[src/rtl/array_match_sched_pkg.sv]
// array_match_sched_pkg: shared types and helpers for the array_match_sched
// scheduler.
//   state_t      - scheduler FSM states (IDLE, CMP, RSP)
//   idw/ixw/cntw - widths of the requester ID, the entry index and the popcount
//   first_set    - lowest set bit index of a mask (0 when the mask is empty)
//   popcount     - number of set bits in a mask
// Both mask helpers take a MASK_MAX-bit argument. Callers zero-extend their
// SIZE-bit mask to that width.
package array_match_sched_pkg;

  typedef enum logic [1:0] {IDLE = 2'd0, CMP = 2'd1, RSP = 2'd2} state_t;

  localparam int MASK_MAX = 64;

  function automatic int idw(input int nreq);
    return (nreq > 1) ? $clog2(nreq) : 1;
  endfunction

  function automatic int ixw(input int size);
    return (size > 1) ? $clog2(size) : 1;
  endfunction

  function automatic int cntw(input int size);
    return $clog2(size + 1);
  endfunction

  function automatic int first_set(input logic [MASK_MAX-1:0] mask);
    int r;
    r = 0;
    // Scanning downward leaves the lowest set index in r.
    for (int i = MASK_MAX - 1; i >= 0; i--)
      if (mask[i]) r = i;
    return r;
  endfunction

  function automatic int popcount(input logic [MASK_MAX-1:0] mask);
    int r;
    r = 0;
    for (int i = 0; i < MASK_MAX; i++)
      r += int'(mask[i]);
    return r;
  endfunction

endpackage

[src/rtl/array_match.sv]
// array_match: combinational table search. Bit i of match is set when
// in[i] == match_value.
//   WIDTH - bits per entry and per key
//   SIZE  - number of table entries
//   IMPL  - 0 selects a direct equality compare; any other value selects an
//           XOR-and-NOR-reduce compare. Both give the same result.
// Ports: in (table contents), match_value (key), match (one bit per entry).
module array_match #(
  parameter int WIDTH = 4,
  parameter int SIZE  = 8,
  parameter int IMPL  = 1
) (
  input  logic [SIZE-1:0][WIDTH-1:0] in,
  input  logic [WIDTH-1:0]           match_value,
  output logic [SIZE-1:0]            match
);

  for (genvar i = 0; i < SIZE; i++) begin : g_ent
    if (IMPL == 0) begin : g_eq
      assign match[i] = (in[i] == match_value);
    end else begin : g_xor
      assign match[i] = ~|(in[i] ^ match_value);
    end
  end

endmodule

[src/rtl/array_match_sched.sv]
// array_match_sched: round-robin scheduler that lets NREQ requesters share
// one array_match comparator.
// Each search takes 3 cycles:
//   grant (IDLE) -> compare (CMP) -> respond (RSP)
// A response is held in RSP until the consumer accepts it.
// Ports:
//   clk, rst_n           - clock; asynchronous active-low reset
//   table_i              - table contents, snapshotted at grant
//   req_valid/req_key    - per-requester request and search key
//   req_ready            - one-hot grant, asserted combinationally in IDLE
//   rsp_valid/rsp_ready  - response handshake
//   rsp_id               - ID of the requester that was granted
//   rsp_mask             - per-entry match bits
//   rsp_hit              - set when any entry matched
//   rsp_first            - lowest matching index (0 when there is no hit)
//   rsp_count            - number of matching entries
// Build option: when ARRAY_MATCH_SCHED_COUNT_EN is defined, the rsp_count port
// and its popcount register are built. Otherwise they are absent.
module array_match_sched
  import array_match_sched_pkg::*;
#(
  parameter int WIDTH = 4,
  parameter int SIZE  = 8,
  parameter int NREQ  = 4,
  parameter int IMPL  = 1
) (
  input  logic                       clk,
  input  logic                       rst_n,
  input  logic [SIZE-1:0][WIDTH-1:0] table_i,
  input  logic [NREQ-1:0]            req_valid,
  input  logic [NREQ-1:0][WIDTH-1:0] req_key,
  output logic [NREQ-1:0]            req_ready,
  output logic                       rsp_valid,
  input  logic                       rsp_ready,
  output logic [idw(NREQ)-1:0]       rsp_id,
  output logic [SIZE-1:0]            rsp_mask,
  output logic                       rsp_hit,
  output logic [ixw(SIZE)-1:0]       rsp_first
`ifdef ARRAY_MATCH_SCHED_COUNT_EN
  ,
  output logic [cntw(SIZE)-1:0]      rsp_count
`endif
);

  localparam int IDW  = idw(NREQ);
  localparam int IXW  = ixw(SIZE);
  localparam int CNTW = cntw(SIZE);

  typedef struct packed {
    logic [IDW-1:0]  id;
    logic [SIZE-1:0] mask;
    logic            hit;
    logic [IXW-1:0]  first;
`ifdef ARRAY_MATCH_SCHED_COUNT_EN
    logic [CNTW-1:0] count;
`endif
  } rsp_t;

  state_t                     state_q, state_d;
  logic [IDW-1:0]             rr_q, id_q, gnt_idx;
  logic [WIDTH-1:0]           key_q;
  logic [SIZE-1:0][WIDTH-1:0] table_q;
  logic [SIZE-1:0]            match_w;
  logic                       gnt_found, grant;
  rsp_t                       rsp_q, rsp_d;

  // Round-robin pick: search upward from the requester after the last winner.
  always_comb begin
    logic [IDW-1:0] idx;
    gnt_found = 1'b0;
    gnt_idx   = '0;
    idx       = '0;
    for (int k = 1; k <= NREQ; k++) begin
      idx = IDW'((int'(rr_q) + k) % NREQ);
      if (!gnt_found && req_valid[idx]) begin
        gnt_found = 1'b1;
        gnt_idx   = idx;
      end
    end
  end

  // Gating with rst_n keeps req_ready low while reset is held. A request that
  // is already valid at reset release is granted only after the first edge.
  assign grant = (state_q == IDLE) && gnt_found && rst_n;

  always_comb begin
    state_d   = state_q;
    req_ready = '0;
    case (state_q)
      IDLE: if (grant) begin
        req_ready[gnt_idx] = 1'b1;
        state_d            = CMP;
      end
      CMP:  state_d = RSP;
      RSP:  if (rsp_ready) state_d = IDLE;
      default: state_d = IDLE;
    endcase
  end

  array_match #(.WIDTH(WIDTH), .SIZE(SIZE), .IMPL(IMPL)) u_match (
    .in          (table_q),
    .match_value (key_q),
    .match       (match_w)
  );

  always_comb begin
    rsp_d       = '0;
    rsp_d.id    = id_q;
    rsp_d.mask  = match_w;
    rsp_d.hit   = |match_w;
    rsp_d.first = IXW'(first_set(MASK_MAX'(match_w)));
`ifdef ARRAY_MATCH_SCHED_COUNT_EN
    rsp_d.count = CNTW'(popcount(MASK_MAX'(match_w)));
`endif
  end

  always_ff @(posedge clk or negedge rst_n) begin
    if (!rst_n) begin
      state_q <= IDLE;
      rr_q    <= IDW'(NREQ - 1);
      id_q    <= '0;
      key_q   <= '0;
      table_q <= '0;
      rsp_q   <= '0;
    end else begin
      state_q <= state_d;
      if (grant) begin
        key_q   <= req_key[gnt_idx];
        id_q    <= gnt_idx;
        table_q <= table_i;
        rr_q    <= gnt_idx;
      end
      if (state_q == CMP) rsp_q <= rsp_d;
    end
  end

  assign rsp_valid = (state_q == RSP);
  assign rsp_id    = rsp_q.id;
  assign rsp_mask  = rsp_q.mask;
  assign rsp_hit   = rsp_q.hit;
  assign rsp_first = rsp_q.first;
`ifdef ARRAY_MATCH_SCHED_COUNT_EN
  assign rsp_count = rsp_q.count;
`endif

endmodule
[config.mk]
export PLATFORM = sky130hd
export DESIGN_NAME = array_match_sched
export DESIGN_NICKNAME = d
export VERILOG_FILES = /design/src/rtl/array_match_sched_pkg.sv /design/src/rtl/array_match.sv /design/src/rtl/array_match_sched.sv
export SDC_FILE = /design/constraint.sdc
export NUM_CORES = 1
export LEC_CHECK = 0
export BUFFER_PORTS_ARGS = -buffer_cell sky130_fd_sc_hd__buf_2
export CAP_MARGIN = 20
export CORE_ASPECT_RATIO = 2
export CORE_MARGIN = 3
export CORE_UTILIZATION = 56
export CTS_BUF_LIST = sky130_fd_sc_hd__clkbuf_16
export DETAILED_ROUTE_END_ITERATION = 10
export PLACE_DENSITY = 0.85
export SYNTH_ARGS = -nofsm -noshare
export SYNTH_HDL_FRONTEND = slang
export SYNTH_SLANG_ARGS = --single-unit
[constraint.sdc]
create_clock -name clk -period 6.26 [get_ports clk]
set_clock_uncertainty 0.2 [all_clocks]
set_input_delay 1.565 -clock clk [delete_from_list [all_inputs] [get_ports clk]]
set_output_delay 1.565 -clock clk [all_outputs]
set_load 0.02 [all_outputs]
==> Yosys cells after proc, flatten, opt, wreduce, memory -nomap -nowiden <==
Index checks and enable logic that the tools add are counted.
{ "totals": {"romBits": 0, "ramBits": 0, "out_inout_bits": 19, "elab_cells": 99, "latch_bits": 0, "reg_bits": 56, "memories": 0} }
{ "op_classes": {"n_bitwise": 8, "eq_ne": 4, "shift": 0, "reduce_logical": 28, "n_mul": 0, "order_cmp": 6, "n_mux": 33, "n_div": 0, "addsub": 4} }
{ "ops": {"columns": ["cell", "n"], "rows": [
  ["OR reduction 4 bit", 8],
  ["XOR 4 bit", 8],
  ["2-to-1 mux 3 bit", 8],
  ["< comparator 2 x 3 -> 1 bit, second input constant", 5],
  ["2-to-1 mux 2 bit", 6],
  ["2-to-1 mux 4 bit", 3],
  ["zero test 1 bit", 11],
  ["2-to-1 mux 1 bit", 9],
  ["binary-select mux 1 bit (select 2 bit)", 4],
  ["binary-select mux 4 bit (select 2 bit)", 1],
  ["OR reduction 8 bit", 1],
  ["logical AND 1 bit", 6],
  ["case mux 2 bit (3 select lines)", 1],
  ["adder 2 x 1 -> 2 bit, second input constant", 2],
  ["adder 2 bit, second input constant", 2],
  ["demux 1 bit (select 2 bit)", 1],
  ["equality test 2 x 1 -> 1 bit, second input constant", 1],
  ["equality test 2 bit, second input constant", 1],
  [">= comparator 2 x 1 -> 1 bit, second input constant", 1],
  ["zero test 2 bit", 1],
  ["inequality test 2 x 1 -> 1 bit, second input constant", 1],
  ["inequality test 2 bit, second input constant", 1],
  ["AND reduction 2 bit", 1]
]} }

==> Depth between registers and ports, before layout <==
Gate-level depths: netlist (run 1).
{ "logic_depth": {"word_depth": 19, "depth_mapped": 8, "ltp_nobuf": 6} }

==> Cells and area by module <==
From an unflattened synthesis (run 1), not the netlist that was laid out.
{ "hier_totals": {"cells_unflattened": 293, "area_unflattened_um2": 2780.2} }
{ "modules_own_cells": {"columns": ["module", "cells_each", "area_per_inst_um2", "instances"], "rows": [
  ["array_match_sched", 249, 2367.3, 1],
  ["array_match", 44, 412.9, 1]
]} }

==> Least setup slack after synthesis (run 1) <==
No wires, ideal clock.
{ "synth_timing": {"path_type": "input to output", "from": "input req_valid[1]", "to": "output req_ready[0]", "arrival_time_ns": 2.841, "n_path_buf": 0, "slack_ns": 1.654, "stages": 5, "t_required_ns": 4.495, "path_cell_list": "nor2b_1 -> o21a_4 -> nor3_4 -> inv_2 -> nor3_1"} }
{ "synth_between": {"elab_chain_cells": 18, "elab_cells_between_ends": 31, "cone_classes": "order compare: 2; mux: 20; reduce/logical: 9"} }
{ "synth_rtl": {"columns": ["element", "line", "text"], "rows": [
  ["from (decl)", "array_match_sched.sv:30", "input logic [NREQ-1:0] req_valid,"],
  ["binary-select mux 1 bit (select 2 bit)", "array_match_sched.sv:75", "if (!gnt_found && req_valid[idx]) begin"],
  ["2-to-1 mux 1 bit (not written as such)", "array_match_sched.sv:75", null],
  ["2-to-1 mux 1 bit", "array_match_sched.sv:75", null],
  ["zero test 1 bit", "array_match_sched.sv:75", null],
  ["logical AND 1 bit", "array_match_sched.sv:75", null],
  ["2-to-1 mux 1 bit", "array_match_sched.sv:75", null],
  ["zero test 1 bit", "array_match_sched.sv:75", null],
  ["logical AND 1 bit", "array_match_sched.sv:75", null],
  ["[... 2 more ...]", null, null],
  ["logical AND 1 bit", "array_match_sched.sv:75", null],
  ["2-to-1 mux 2 bit", "array_match_sched.sv:75", null],
  ["< comparator 2 x 3 -> 1 bit (not written as such) or >= comparator 2 x 1 -> 1 bit (tied branches)", "array_match_sched.sv:91", "req_ready[gnt_idx] = 1'b1;"],
  ["logical AND 1 bit (not written as such)", "array_match_sched.sv:91", null],
  ["2-to-1 mux 1 bit (not written as such)", "array_match_sched.sv:91", null],
  ["demux 1 bit (select 2 bit)", "array_match_sched.sv:91", null],
  ["2-to-1 mux 4 bit (*)", "array_match_sched.sv:90", "IDLE: if (grant) begin"],
  ["2-to-1 mux 4 bit (*)", "array_match_sched.sv:89", "case (state_q)"],
  ["to (decl)", "array_match_sched.sv:32", "output logic [NREQ-1:0] req_ready,"]
]} }
Mark *: on every way between the ends. The rest lies on a longest branch, timed or not. The select of a mux whose other input is x is not followed.

==> Worst setup path in the final report (run 1) <==
{ "layout_timing": {"from": "input req_valid[3]", "to": "output req_ready[0]"} }
The elaborated chain is that of the path after synthesis.

==> run summary, run 1 <==
global route hottest layer: met2
CP required: 4.49 ns
number of synthesized register bits: 56
grt met3 use: 4.04%
RSZ-0062 raised after global routing: no
Ant. Diodes: 0
CP Cell Sequence: buf_2 > nor2b_4 > o21a_4 > nor3_4 > inv_2 > nor3_1 > buf_2
multi-input logic area: 1300 sq um
Final Setup Violations: 0
layout cells sized above 1: 26.2%
setup tns final: 0 ns
Max-cap violations: 0
final hold vios: 0
Starting Density: 59.0%
Crit-path slowest cell: nor3_4
Achievable Freq: 0.213 GHz
crit path time final: 4.69 ns
fin area: 3330 sq um
area grow syn2layout: 19.3%
hold path endpoint: rsp_mask[5]
H-tree depth: 2
I/O pin count: 74
Die ar.: 5920 sq um
r2r setup slk: 4.14 ns
Least-Margin Pin Slew: 0.675 ns
met2 Use GR: 42.0%
worst flop-to-flop path endpoint: rsp_hit
met1 Use GR: 24.0%
num rows: 35
r2r startpoint: key_q[2]
CTS tree: done
Syn Inst Count: 308
Final Cycle Share: 74.9%
WHS Path Cells: 2
CTS root buffer: clkbuf_16
Synth Cell Area: 2790 sq um
remaining global-route overflow: 0
Routed Antenna Nets: 0
hold_ws: 0.277 ns
Placed Area: 3180 sq um
Die X-Extent: 55.9 um
startpoint types: input pin
number of detailed-route iterations in the first pass: 4
Routed WL: 6300 um
Top FF cell, synth: dfrtp_1
critical path arrival: 2.93 ns
die height: 106 um
number of remaining DRC errors: 0
Core Util, Final: 70.4%
PostCTS Resize Cnt: 0
Max clock buf depth: 2
initial antenna violation count: 0
clk_lat worst skew: 0.29 ns
Post-synth EDFFs: 0
Relative slew margins: 55.0%
critical path peak fanout: 9
Max Transition Viols Final: 0
vias in the first global route: 2453
Distinct cells, synth: 38
Final nets: 432
first-pass GRT wire length: 10700 um
core box area: 4730 sq um
status: finished clean
port bufs: 73
Synth async-reset ratio: 100%
R2R depth: 4
CP most frequent cell: buf_2
Yosys warning count: 0
drt first-iter violations: 42
leakage: 1.73 nW
GPL Wtd Cong: 0.901
via count: 2363
HP Start: rsp_mask[5]
total CTS buffers: 5
critical path class: input pin to output pin
register area: 1400 sq um
worst hold path class: flip-flop to flip-flop
crit end category: output pin
power density over the cells: 519 nW/um^2
GRT Overall Usage: 22.6%
syn_area_per_cell: 9.06 sq um
Hold Buf Count CTS: 0
Seq/Total Area, Yosys: 50.3%
Reg clk slew, reported paths: 0.07 ns
post-CTS setup buffer count: 0
largest net degree at the start of global routing: 57
Synth Net Count: 363
Peak VDD IR: 380 uV
clock sinks: 56
routed len/inst: 14.5 um
CP peak stage delay: 0.42 ns
fillers: 410
vias per cell: 5.46
HPWL Detailed: 4640 um
## through the flow
| step | power [mW] | instances | worst slack, ns |
|---|---|---|---|
| after floorplan | 1.25 | 308 | 1.65 |
| after global placement | 1.41 | 425 | 1.59 |
| after detailed placement | 1.45 | 425 | 1.56 |
| after CTS | 1.74 | 433 | 1.56 |
| after global routing | 1.86 | 433 | 1.44 |
| final | 1.73 | 433 | 1.57 |
## cells in the final DEF (no fill, tap or decap), drive strengths merged, types with 2 or more instances in the layout
cell type,instances
nor3,3
a21oi,4
a211o,4
o21ai,14
o31ai,4
o41ai,2
o211ai,5
nand2,121
buf,76
xor2,8
clkbuf,5
nand4,10
dfrtp,54
mux2i,4
nor2b,3
inv,6
o21a,3
nor2,11
nand2b,5
dfstp,2
xnor2,24
## worst max-delay path by stage
stage / start / end / slack, ns
2_1_floorplan: req_valid[1] / req_ready[0] / 1.65
3_3_place_gp: req_valid[3] / req_ready[0] / 1.59
3_5_place_dp: req_valid[3] / req_ready[0] / 1.56
4_1_cts: req_valid[3] / req_ready[0] / 1.56
5_1_grt: req_valid[3] / req_ready[2] / 1.44
6_report: req_valid[3] / req_ready[0] / 1.57
## synth_stat cells, types with 2 or more instances
cell | count | area [sq um]
nand2_1 | 121 | 454
dfrtp_1 | 54 | 1350
xnor2_1 | 24 | 210
nor2_1 | 11 | 41.3
nand4_1 | 10 | 62.6
buf_2 | 9 | 45.0
o21ai_0 | 9 | 45.0
xor2_1 | 8 | 70.1
nand2b_1 | 5 | 31.3
o21ai_1 | 5 | 25.0
a211o_1 | 4 | 35.0
clkbuf_1 | 4 | 15.0
inv_1 | 4 | 15.0
mux2i_1 | 4 | 40.0
o211ai_2 | 4 | 50.1
o31ai_1 | 4 | 30.0
a21oi_1 | 2 | 10.0
a21oi_2 | 2 | 17.5
dfstp_2 | 2 | 52.6
nor2b_1 | 2 | 12.5
nor3_1 | 2 | 10.0
o21a_1 | 2 | 15.0
## cell type report
| class | instances | share of cell area [%] |
|---|---|---|
| clock buffer | 5 | 3.76 |
| clock inverter | 3 | 0.639 |
| inverter | 5 | 0.564 |
| multi-input combinational | 233 | 39.2 |
| sequential | 56 | 42.2 |
| tap | 55 | 2.07 |
| timing repair buffer | 76 | 11.6 |
## worst max-delay path, delay by kind of cell
family	cells	cell delay, ns
AOI/OAI and AO/OA	1	0.23
buffers and inverters	3	0.39
and+or+nand+nor	3	0.74
## report_power, final
group,leakage [nW],total [mW],internal (mW),switching (mW)
Clock,0.0702,0.276,0.149,0.127
Sequential,0.698,0.692,0.533,0.159
Combinational,0.959,0.760,0.322,0.438
## metal layers
| layer | wire, um | vias up |
|---|---|---|
| met1 | 2260 | 1130 |
| li1 | - | 1151 |
| met3 | 276 | 14 |
| met5 | 0 | - |
| met2 | 3610 | 68 |
| met4 | 146 | 0 |
## sequential cells by signal (all words and copies together) (netlist names)
register   flops
key_q          4
rsp_first      3
rsp_hit        1
rsp_id         2
state_q        2
rsp_mask       8
table_q       32
id_q           2
rr_q           2
## cell families after synthesis
group | synth area share (%)
muxes | 1.44
xor gates and xnor gates | 10.0
AOI/OAI and AO/OA | 11.3
buffers and inverters | 2.96
and+or+nand+nor | 23.9
DFF | 50.3
Power figures use the tool's default switching activity.
==> run 2, diff against run 1 <==
- CORE_UTILIZATION: 56 -> 47
- PLACE_DENSITY: 0.85 -> 0.76
- clock period: 6.26 -> 3.9 ns (I/O delays scaled with it)
==> run 2 against run 1 <==
Compared with the run above:
- core utilization is 12 points lower
- final cell count is 1.6% higher
- worst hold slack worse by 0.0080 ns
- via count is 2.1% lower
- global-route usage is 2.7 points lower
- sequential share of layout area is 0.28 points lower
- register-to-register slack worse by 2.3 ns
- largest cell class unchanged
==> run summary, run 2 (synthesis gave the netlist of run 1 again) <==
initial antenna violation count: 0
Routed Antenna Nets: 0
clk_lat worst skew: 0.30 ns
CTS root buffer: clkbuf_16
Routed WL: 6190 um
most common cell after layout, fill and taps aside: nand2_1
number of non-filler instances in the completed layout: 440
Tot Pwr: 2.78 mW
critical path peak fanout: 8
final hold vios: 0
first-pass GRT wire length: 10200 um
Final Cycle Share: 87.9%
CP required: 2.72 ns
Worst path depth: 7
GPL Wtd Cong: 0.805
number of remaining DRC errors: 0
Core Util, Final: 58.7%
crit end category: output pin
post-CTS setup buffer count: 0
num rows: 39
critical path arrival: 2.25 ns
Hold Buf Count CTS: 0
Reg clk slew, reported paths: 0.08 ns
Starting Density: 48.9%
Die ar.: 6950 sq um
vias in the first global route: 2191
CTS tree: done
Crit-path slowest cell: a21oi_2
post-placement cell count: 432
Reg with most FFs: table_q
Placed Area: 3200 sq um
Peak VDD IR: 603 uV
Max-cap violations: 0
fin area: 3350 sq um
Ant. Diodes: 0
Achievable Freq: 0.292 GHz
area grow syn2layout: 20.1%
clock sinks: 56
largest net degree at the start of global routing: 57
pre-CTS WS: 0.472 ns
Max Transition Viols Final: 0
CP Cell Sequence: buf_2 > nor2b_4 > o21ai_1 > a21oi_2 > nand2_1 > nor2_1 > buf_2
layout cells sized above 1: 26.4%
worst hold path class: flip-flop to flip-flop
Worst Path Buf+Inv: 2
delay-heaviest family, CP: simple AND/OR/NAND/NOR gates
WHS Path Cells: 2
routed len/inst: 14.1 um
PostCTS Resize Cnt: 0
Final nets: 433
R2R depth: 4
critical path class: input pin to output pin
H-tree depth: 2
commonest non-fill, non-tap cells in the layout: 121 x nand2_1, 73 x buf_2, 54 x dfrtp_1, 24 x xnor2_1, 11 x nor2_1
via count: 2313
Final Setup Violations: 0
core box area: 5710 sq um
max reg flops: 32
port bufs: 73
status: finished clean
remaining global-route overflow: 0
GRT Overall Usage: 19.9%
number of detailed-route iterations in the first pass: 4
leakage: 1.74 nW
die height: 115 um
startpoint types: input pin
hold_ws: 0.269 ns
total CTS buffers: 5
drt first-iter violations: 77
Die X-Extent: 60.5 um
vias per cell: 5.26
Max clock buf depth: 2
Relative slew margins: 53.9%
crit path time final: 3.43 ns
CP peak stage delay: 0.28 ns
RSZ-0062 raised after global routing: no
CP most frequent cell: buf_2
HPWL Detailed: 4560 um
Least-Margin Pin Slew: 0.691 ns
post-layout worst setup margin: 0.470 ns
I/O pin count: 74
setup tns final: 0 ns
power density over the cells: 831 nW/um^2
==> run 2: cell types whose count changed in the layout (fill, tap and decap cells not counted), sizes merged <==
cell      before  now
clkinvlp       1    0
buf           76   77
inv            6    8
clkinv         1    0
==> run 2: worst paths after layout <==
| check | from | end | slack (ns) |
|---|---|---|---|
| worst max register to register | key_q[2] | rsp_first[1] | 1.85 |
| worst max-delay path | req_valid[3] | req_ready[3] | 0.47 |
| worst min-delay path | rsp_mask[1] | rsp_mask[1] | 0.27 |
| worst min register to register | rsp_mask[1] | rsp_mask[1] | 0.27 |
| max in group asynchronous | rst_n | table_q[21] | 2.42 |
| min in group asynchronous | rst_n | rsp_id[1] | 0.61 |
==> run 2: layout make-up <==
cell class,count,area (sq um)
Clock buffer,5,125
Clock inverter,3,28.8
Fill cell,541,2360
Inverter,5,18.8
Multi-Input combinational cell,233,1300
Sequential cell,56,1400
Tap cell,61,76.3
Timing Repair Buffer,77,395
==> run 2: report_power, final <==
group / switching [mW] / internal (mW) / total [mW]
Combinational: 0.689 / 0.522 / 1.21
Sequential: 0.251 / 0.855 / 1.11
Clock: 0.220 / 0.248 / 0.468
==> run 2: worst min-delay path: stages (launching register included) <==
cell and delay (ns):
dfrtp_1 0.34, nand2_1 0.05, nand2_1 0.05
==> run 2: per-layer routing <==
layer	global-route usage (%)	part of all wire, %	up-vias
li1	-	-	1148
met1	22.0	37	1086
met2	34.6	55	64
met3	3.82	4.6	15
met4	10.7	3.5	0
met5	0	0	-
==> run 3, diff against run 2 <==
- RECOVER_POWER: unset -> 100
==> run 3 against run 2 <==
Compared with the run above:
- the run now ends with capacitance limit, slew limit left
- fmax is 4.2% lower
- final cell count unchanged
- sequential power about the same
- sequential share of layout area rose by 0.67 points
- critical endpoint is now req_ready[1]
- non-clock buffer count is the same
- core utilization fell by 0.92 points
- setup slack got worse by 0.15 ns
- via count down 0.86%
- clock power barely moved
==> run summary, run 3 (synthesis gave the netlist of run 1 again) <==
r2r startpoint: state_q[1]
total CTS buffers: 5
Max-cap violations: 1
commonest non-fill, non-tap cells in the layout: 121 x nand2_1, 54 x dfrtp_1, 54 x buf_2, 24 x xnor2_1, 21 x clkbuf_1
critical path arrival: 2.40 ns
I/O pin count: 74
first-pass GRT wire length: 10200 um
Relative slew margins: -0.654%
CP peak stage delay: 0.30 ns
Hold Buf Count CTS: 0
Die ar.: 6950 sq um
Ant. Diodes: 0
global route hottest layer: met2
multi-input logic area: 1280 sq um
Final nets: 433
final hold vios: 0
max reg flops: 32
Worst Path Buf+Inv: 3
routed len/inst: 14.1 um
PostCTS Resize Cnt: 0
Starting Density: 48.9%
origin of the worst setup path: req_valid[3]
failing checks: capacitance limit, slew limit
clock sinks: 56
Die X-Extent: 60.5 um
Least-Margin Pin Slew: 1.51 ns
number of detailed-route iterations in the first pass: 4
CTS root buffer: clkbuf_16
area grow syn2layout: 18.3%
register area: 1400 sq um
vias per cell: 5.21
Max clock buf depth: 2
hold_ws: 0.274 ns
leakage: 1.65 nW
most common cell after layout, fill and taps aside: nand2_1
fillers: 557
HP Start: rsp_mask[1]
HPWL Detailed: 4560 um
Final Cycle Share: 91.8%
Crit-path slowest cell: a21oi_2
critical path peak fanout: 8
setup tns final: 0 ns
critical path class: input pin to output pin
CP required: 2.72 ns
H-tree depth: 2
GRT Overall Usage: 19.9%
num rows: 39
via count: 2293
largest net degree at the start of global routing: 57
core box area: 5710 sq um
remaining global-route overflow: 0
post-CTS setup buffer count: 0
CP Cell Sequence: clkbuf_1 > nand2b_1 > a21oi_2 > nor3_4 > clkbuf_1 > nor3_1 > clkbuf_1
clk_lat worst skew: 0.30 ns
met1 Use GR: 22.0%
Routed WL: 6220 um
initial antenna violation count: 0
Max Transition Viols Final: 40
layout cells sized above 1: 20.1%
RSZ-0062 raised after global routing: no
CTS tree: done
Reg with most FFs: table_q
Reg clk slew, reported paths: 0.08 ns
status: finished, violations left
CP most frequent cell: clkbuf_1
drt first-iter violations: 73
delay-heaviest family, CP: buffers and inverters
worst hold path class: flip-flop to flip-flop
number of remaining DRC errors: 0
Achievable Freq: 0.279 GHz
Peak VDD IR: 593 uV
crit path time final: 3.58 ns
die height: 115 um
startpoint types: input pin
crit end category: output pin
met2 Use GR: 34.6%
Final Setup Violations: 0
Routed Antenna Nets: 0
vias in the first global route: 2191
grt met3 use: 3.82%
port bufs: 73
GPL Wtd Cong: 0.805
power density over the cells: 832 nW/um^2
## run 3: cell count changes in the layout (fill, tap and decap cells not counted), moves of 2 or more
cell      change
clkbuf_1     +21
buf_2        -19
buf_4         -3
o21ai_0       +2
o21ai_1       -2
## run 3: worst register-to-register path: cells and delay by family (launching register included)
family,cells,cell delay [ns]
buf+inv,2,1.17
flops,1,0.41
simple gates,4,0.67
## run 3: power by group
| part | leakage [nW] | total, mW | internal [mW] | switching [mW] |
|---|---|---|---|---|
| logic | 0.879 | 1.17 | 0.491 | 0.677 |
| registers | 0.698 | 1.11 | 0.855 | 0.255 |
| clock network | 0.0767 | 0.468 | 0.248 | 0.221 |
## run 3: metal layers
metal | share of wire (%) | vias to the layer above | wire (um)
li1 | - | 1146 | -
met1 | 38 | 1075 | 2360
met2 | 55 | 58 | 3400
met3 | 4.0 | 14 | 247
met4 | 3.4 | 0 | 211
met5 | 0 | - | 0
## run 3: per-stage QoR
step / power [mW] / worst slack [ns] / instance area [sq um] / cells / utilization, %
6_report: 2.75 / 0.321 / 3300 / 440 / 57.8
5_1_grt: 2.96 / 0.159 / 3300 / 440 / 57.8
4_1_cts: 2.81 / 0.464 / 3350 / 440 / 58.7
3_5_place_dp: 2.33 / 0.472 / 3200 / 432 / 56.0
3_3_place_gp: 2.29 / 0.506 / 3200 / 432 / 56.0
2_1_floorplan: 2.01 / 0.474 / 2790 / 308 / -
## run 3: layout make-up
cell class / count / area share, %
clock buffers: 5 / 3.79
clock inverters: 3 / 0.872
inverters: 5 / 0.569
multi-input cells: 233 / 38.9
flip-flops and latches: 56 / 42.5
well taps: 61 / 2.31
repair buffers: 77 / 11.0
## run 3: final timing paths
path                                      to  slack [ns]  cells past startpoint
worst max-delay path            req_ready[1]        0.32                      7
worst min-delay path             rsp_mask[1]        0.27                      2
worst max register to register    table_q[5]        1.40                      6
worst min register to register   rsp_mask[1]        0.27                      2
max in group asynchronous        table_q[14]        1.81                      2
min in group asynchronous          rsp_id[1]        0.89                      2
